--- config.mk ---
export PLATFORM = sky130hd
export DESIGN_NAME = rf_write_ctrl
export DESIGN_NICKNAME = d
export VERILOG_FILES = /design/src/rtl/rf_write_ctrl.sv
export SDC_FILE = /design/constraint.sdc
export NUM_CORES = 1
export LEC_CHECK = 0
export CAP_MARGIN = 20
export CORE_UTILIZATION = 25
export CTS_CLUSTER_SIZE = 24
export DETAILED_ROUTE_END_ITERATION = 12
export HOLD_SLACK_MARGIN = 0.12
export PLACE_DENSITY_LB_ADDON = 0.15
export SKIP_CTS_REPAIR_TIMING = 1
export SYNTH_ARGS = -nofsm -noshare
export SYNTH_HDL_FRONTEND = slang
export SYNTH_SLANG_ARGS = --single-unit
--- constraint.sdc ---
create_clock -name clk -period 2.7 [get_ports clk]
set_clock_uncertainty 0.05 [all_clocks]
set_input_delay 0.54 -clock clk [delete_from_list [all_inputs] [get_ports clk]]
set_output_delay 0.54 -clock clk [all_outputs]
set_load 0.01 [all_outputs]
--- src/rtl/rf_write_ctrl.sv ---
// Register-file write-port controller: in-order write FIFO feeding registered cell drives.
// Optional commit/drop statistics counters are built when RF_WRITE_CTRL_STATS_EN is defined.
module rf_write_ctrl #(
  parameter int WD    = 32,
  parameter int NREG  = 32,
  parameter int AW    = 5,
  parameter int DEPTH = 4
) (
  input  logic                     clk,
  input  logic                     reset,
  input  logic                     wr_valid,
  output logic                     wr_ready,
  input  logic [AW-1:0]            wr_addr,
  input  logic [WD-1:0]            wr_data,
  input  logic [WD/8-1:0]          wr_bmask,
  input  logic                     rf_stall,
  output logic                     rf_we,
  output logic [NREG-1:0]          rf_sel,
  output logic [WD-1:0]            rf_mask,
  output logic [WD-1:0]            rf_data,
  output logic [$clog2(DEPTH):0]   pending
`ifdef RF_WRITE_CTRL_STATS_EN
  ,
  output logic [15:0]              commit_cnt,
  output logic [15:0]              drop_cnt
`endif
);

  localparam int PW = $clog2(DEPTH);
  localparam int NB = WD / 8;
  localparam logic [PW:0] FULL = (PW+1)'(DEPTH);

  typedef struct packed {
    logic [AW-1:0] addr;
    logic [WD-1:0] data;
    logic [NB-1:0] bmask;
  } req_t;

  req_t          mem [DEPTH];
  logic [PW-1:0] wr_ptr, rd_ptr;
  logic [PW:0]   count;
  logic          push, pop, keep;
  req_t          head;
  logic [NREG-1:0] sel_d;
  logic [WD-1:0]   mask_d;

  // Full blocks acceptance even when a pop lands on the same edge.
  assign wr_ready = (count != FULL) && !reset;
  assign push     = wr_valid && wr_ready;
  assign pop      = !reset && !rf_stall && (count != '0);
  assign pending  = count;
  assign head     = mem[rd_ptr];

  // Zero register, empty byte mask and out-of-range index retire silently.
  assign keep  = (head.addr != '0) && (head.bmask != '0) &&
                 ({1'b0, head.addr} < (AW+1)'(NREG));
  assign sel_d = keep ? (NREG'(1) << head.addr) : '0;

  for (genvar b = 0; b < NB; b++) begin : g_mask
    assign mask_d[8*b +: 8] = {8{head.bmask[b] & keep}};
  end

  always_ff @(posedge clk) begin
    if (push) mem[wr_ptr] <= '{addr: wr_addr, data: wr_data, bmask: wr_bmask};
  end

  always_ff @(posedge clk) begin
    if (reset) begin
      wr_ptr <= '0;
      rd_ptr <= '0;
      count  <= '0;
    end else begin
      if (push) wr_ptr <= wr_ptr + 1'b1;
      if (pop)  rd_ptr <= rd_ptr + 1'b1;
      if (push && !pop)      count <= count + 1'b1;
      else if (!push && pop) count <= count - 1'b1;
    end
  end

  always_ff @(posedge clk) begin
    if (reset) begin
      rf_we   <= 1'b0;
      rf_sel  <= '0;
      rf_mask <= '0;
      rf_data <= '0;
    end else if (pop) begin
      rf_we   <= keep;
      rf_sel  <= sel_d;
      rf_mask <= mask_d;
      rf_data <= head.data;
    end else begin
      rf_we   <= 1'b0;
      rf_sel  <= '0;
      rf_mask <= '0;
    end
  end

`ifdef RF_WRITE_CTRL_STATS_EN
  always_ff @(posedge clk) begin
    if (reset) begin
      commit_cnt <= '0;
      drop_cnt   <= '0;
    end else if (pop) begin
      if (keep) commit_cnt <= commit_cnt + 1'b1;
      else      drop_cnt   <= drop_cnt + 1'b1;
    end
  end
`endif

endmodule

==> After elaboration in Yosys (flattened, before gate mapping) <==
Memory sizes are Yosys's and may differ from the RTL's. A register that Yosys moved wholly into a read port is not among the register bits.
Index checks and enable logic that the tools add are counted.
{ "totals": {"input_bits": 45, "ramBits": 164, "ff_bits": 97, "out_inout_bits": 101, "mem_count": 1} }
{ "op_classes": {"add_sub_neg": 4, "mux": 6, "shifts": 1, "eq_ne": 1, "n_bitwise": 6, "reduce_logical": 17} }
{ "memory_table": {"columns": ["name", "depth", "word_bits", "read_ports", "rd_clocked_by_memory_dff", "write_ports", "line", "source"], "rows": [
  ["mem", 4, 41, 1, 1, 1, "39", "req_t mem [DEPTH];"]
]} }
{ "op_table": {"columns": ["cell", "n"], "rows": [
  ["$shl 1x5->32 const A", 1],
  ["$logic_and 1x1->1", 7],
  ["$mux 3", 2],
  ["$reduce_bool 5->1", 1],
  ["$add 2x1->2 const B", 2],
  ["$and 1x1->1", 4],
  ["$logic_not 1->1", 4],
  ["$mux 2", 2],
  ["$reduce_bool 4->1", 1],
  ["$add 3x1->3 const B", 1],
  ["$ne 3x3->1 const B", 1],
  ["$reduce_bool 3->1", 1],
  ["$reduce_or 3->1", 1],
  ["$sub 3x1->3 const B", 1],
  ["$mux 1", 2],
  ["$not 1->1", 2],
  ["$reduce_bool 2->1", 1],
  ["$reduce_or 2->1", 1]
]} }

==> Logic depth before layout (Yosys ltp) <==
{ "depth": {"depth_word": 7, "depth_mapped": 11} }

==> Worst setup path after synthesis <==
Ideal clock, no wire load.
{ "synth_path": {"path_type": "input-to-reg", "start": "in reset", "end": "mem mem[1][0] (netlist name), enable pin", "arrival_time_ns": 2.336, "required_ns": 2.248, "path_buffers": 1, "slack_ns": -0.089, "stages": 3, "setup_time_ns": 0.402, "path_cell_list": "clkbuf_1 > a211oi_1 > and2_1"} }
{ "synth_via": {"elab_chain_len": 5} }
{ "synth_rtl": {"columns": ["item", "line", "source"], "rows": [
  ["start, declared", "10", "input logic reset,"],
  ["$logic_not 1->1", "48", "assign wr_ready = (count != FULL) && !reset;"],
  ["$logic_and 1x1->1", "48", null],
  ["$logic_and 1x1->1", "49", "assign push = wr_valid && wr_ready;"],
  ["via push", "42", "logic push, pop, keep;"],
  ["$mux 1", "64", "if (push) mem[wr_ptr] <= '{addr: wr_addr, data: wr_data, bmask: wr_bmask};"],
  ["$mux 1 (implied by the code)", "64", null],
  ["end, declared", "39", null]
]} }
The timed path passes the listed nets, and every way through them passes these cells.

==> results.md <==
* Status: finished, final reports clean
* Lkg Pwr at 3.751 nW
* Detailed-route via count at 4727
* Die Y at 188.5 um
* Crit path cell chain: mux4_2 > or2_1 > or4_4 > and3_1
* GR Util met1 at 0.1403
* Post-route ant nets at 0
* Leading post-synthesis cells by cell area: edfxtp_1 (57%), dfxtp_1 (18%), mux4_2 (11%)
* Final design area excluding fillers at 0.01153 sq mm
* FMAX at 419.1 MHz
* GR Util met2 at 0.1916
* Clock tree buffer depth at 3
* Buf/Inv on CP at 0
* CP peak stage delay at 0.59 ns
* Die area at 0.03552 sq mm
* Max-Cap Viols at 0
* Worst-path clk slew at 0.06 ns
* WL per Instance at 17.32 um
* Yosys top cell area share at 0.5666
* Worst Path Required at 3.07 ns
* Core Util, Final at 0.3403
* Total congestion overflow at 0
* Clk_lat worst skew at 0.53 ns
* Starting Density at 0.2566
* Synth Instances at 528
* Hold slack at 0.4074 ns
* Ys Warns at 0
* Placed Instances at 1092
* Final net count at 724
* FF+latch area at 0.006491 sq mm
* Post-synthesis net count at 579
* Fillers at 3272
* Final std cells w/o fill at 1143
* Top Ports at 146
* PortBufs at 145
* Cell Pwr Density at 892.4 mW/mm^2
* GRT Total Usage at 0.1120
* CTS root buf: clkbuf_16
* Die X at 188.5 um
* Post-detail-place hpwl at 12550 um
* Hold Vio Cnt, Final at 0
* RSZ-0062 raised after global routing: no
* CTS Buf Count at 27
* Post-synthesis cell area at 0.008692 sq mm
* Setup crit end kind: flip-flop
* Drc violations at 0
* Core area at 0.03387 sq mm
* Multi-input logic area at 0.001878 sq mm
* Synthesized area per cell at 16.46 sq um
* Relative slew slack at 0.6153
* Slowest CP cell: mux4_2
* M3 GR Usage at 0.02812
* 1st-iter DRT viols at 251
* Delay-heaviest family, CP: simple AND/OR/NAND/NOR gates
* Largest net degree at the start of global routing at 43
* HP Class: flip-flop to flip-flop
* # rows at 67
* Tcrit/Tclk final at 0.8837
* Critical Path AT at 2.76 ns
* Vias per cell at 4.136
* Tmin final at 2.386 ns
* Distinct cells, synth at 37
* Total power draw at 10.29 mW
* Final wirelength at 19800 um
* Global-route wire length before repair at 30230 um
* P&R area growth vs syn at 32.60%
* Worst vdd ir at 0.4140 mV
* CP Launch Type: flip-flop
* GPL Wtd Cong at 0.7123
* Gr busiest metal: met2
* Endpoints failing setup at 0
* Number of global-route vias before repair at 5060
* Final Slew Violations at 0
* Critical path class: flip-flop to flip-flop
* Sequential share of the synthesized area at 0.7462
* Placed cell areas at 0.01062 sq mm
* CTS tree: built
* Worst-path fanout max at 14
* Proportion of layout cells with a drive suffix above 1 at 0.1657
* First-pass detailed-route iteration total at 4
* H-tree depth at 1
* Worst-Margin Slew at 0.5770 ns
* Register bit count reported by yosys at 242
* Antenna violations before repair at 3
* Area leader, netlist: edfxtp_1
* Clock sinks at 242
layout by cell type, fill, tap and decap left out, types with 2 or more instances in the layout:
cell / netlist / final
edfxtp_1: 164 / 164
clkdlybuf4s50_1: 0 / 144
dfxtp_1: 78 / 76
nand2_1: 69 / 69
mux4_2: 41 / 41
nor2_1: 38 / 37
a21oi_1: 34 / 34
clkbuf_16: 0 / 29
buf_4: 29 / 17
clkbuf_1: 14 / 7
inv_1: 5 / 5
and3_1: 5 / 5
ha_1: 5 / 5
clkbuf_8: 0 / 5
buf_12: 0 / 5
nor3_1: 4 / 4
and2_2: 0 / 4
nand3b_1: 4 / 4
nand2b_1: 3 / 3
xnor2_1: 3 / 3
clkinv_2: 0 / 3
nand4_1: 2 / 2
xor2_1: 2 / 2
clkbuf_4: 0 / 2
per-stage QoR:
step                 TNS (ns)  worst slack, ns
CTS                         0           0.2876
detailed placement   -0.06528         -0.06528
floorplan                   0          0.07212
global route                0           0.1924
finish                      0           0.3141
global placement    -0.007983        -0.007983
path summary, 6_finish.rpt:
| check | startpoint | to | slack [ns] | depth (start not counted) |
|---|---|---|---|---|
| max | flip-flop | rf_mask[23] | 0.31 | 4 |
| min | rf_data[28] | rf_data[28] | 0.41 | 2 |
| max reg2reg | flip-flop | rf_mask[23] | 0.31 | 4 |
| min reg2reg | rf_data[28] | rf_data[28] | 0.41 | 2 |
synthesized netlist by cell type:
cell type  count
nand2_1       69
or2_1          1
or2_2          1
edfxtp_1     164
nor4b_1        1
o21ai_0        1
buf_4         29
buf_1          1
o31ai_1        1
dfxtp_1       78
and2_1         4
nand4_1        2
nor2_1        38
or4_4          1
mux4_2        41
ha_1           5
buf_2          5
nor3b_1        1
a211oi_1       1
xnor2_1        3
nand3b_1       4
buf_6          2
or4_1          1
nand3_1        1
fa_1           1
conb_1         1
inv_1          5
mux2i_1        1
or2b_1         1
nor4_1         1
clkbuf_1      14
nand2b_1       3
xor2_1         2
nor3_1         4
or3_1          1
and3_1         5
a21oi_1       34
tightest hold or removal path, stage by stage (launching register included):
cell and delay (ns):
dfxtp_1 0.31, nand2_1 0.05, a21oi_1 0.05
area by class of cell:
class,count,share of cell area
Antenna cell,1,0.0002171
Clock buffer,43,0.07251
Sequential cell,242,0.5632
Clock inverter,7,0.005645
Timing Repair Buffer,167,0.1452
Inverter,5,0.001628
Tap cell,448,0.04863
Multi-Input combinational cell,230,0.1629
kinds of logic (layout without fill, tap and decap cells):
kind of cell / Yosys count / after routing / share of synthesized area
AO/OA/AOI/OAI: 37 / 37 / 0.02188
XOR/XNOR: 5 / 5 / 0.005039
adder cells (fa/ha/maj): 6 / 6 / 0.009501
buffers and inverters: 56 / 222 / 0.03915
flip-flops: 242 / 242 / 0.7462
multiplexers: 42 / 42 / 0.1074
other: 1 / 2 / 0.0004314
AND/OR/NAND/NOR: 139 / 139 / 0.07039
power by group:
part	internal [mW]	switching [mW]	leakage [nW]	total [mW]
registers	4.28	0.209	2.12	4.49
clock network	2.21	1.39	0.443	3.60
logic	1.11	1.08	1.19	2.20
routing by layer:
| layer | vias to the layer above | share of wire | wire length, um |
|---|---|---|---|
| li1 | 2209 | - | - |
| met1 | 2351 | 0.43 | 8565 |
| met2 | 135 | 0.49 | 9646 |
| met3 | 30 | 0.060 | 1192 |
| met4 | 2 | 0.019 | 384 |
| met5 | - | 0.00056 | 11 |
flip-flops by register name, summed over array words and instances, names as in the netlist, named ones only:
name     count
rf_data     32
pending      3
mem        164
rf_mask      4
rd_ptr       2
wr_ptr       2
rf_sel      32
rf_we        1
Note: power is estimated with default switching activity, not from simulation.
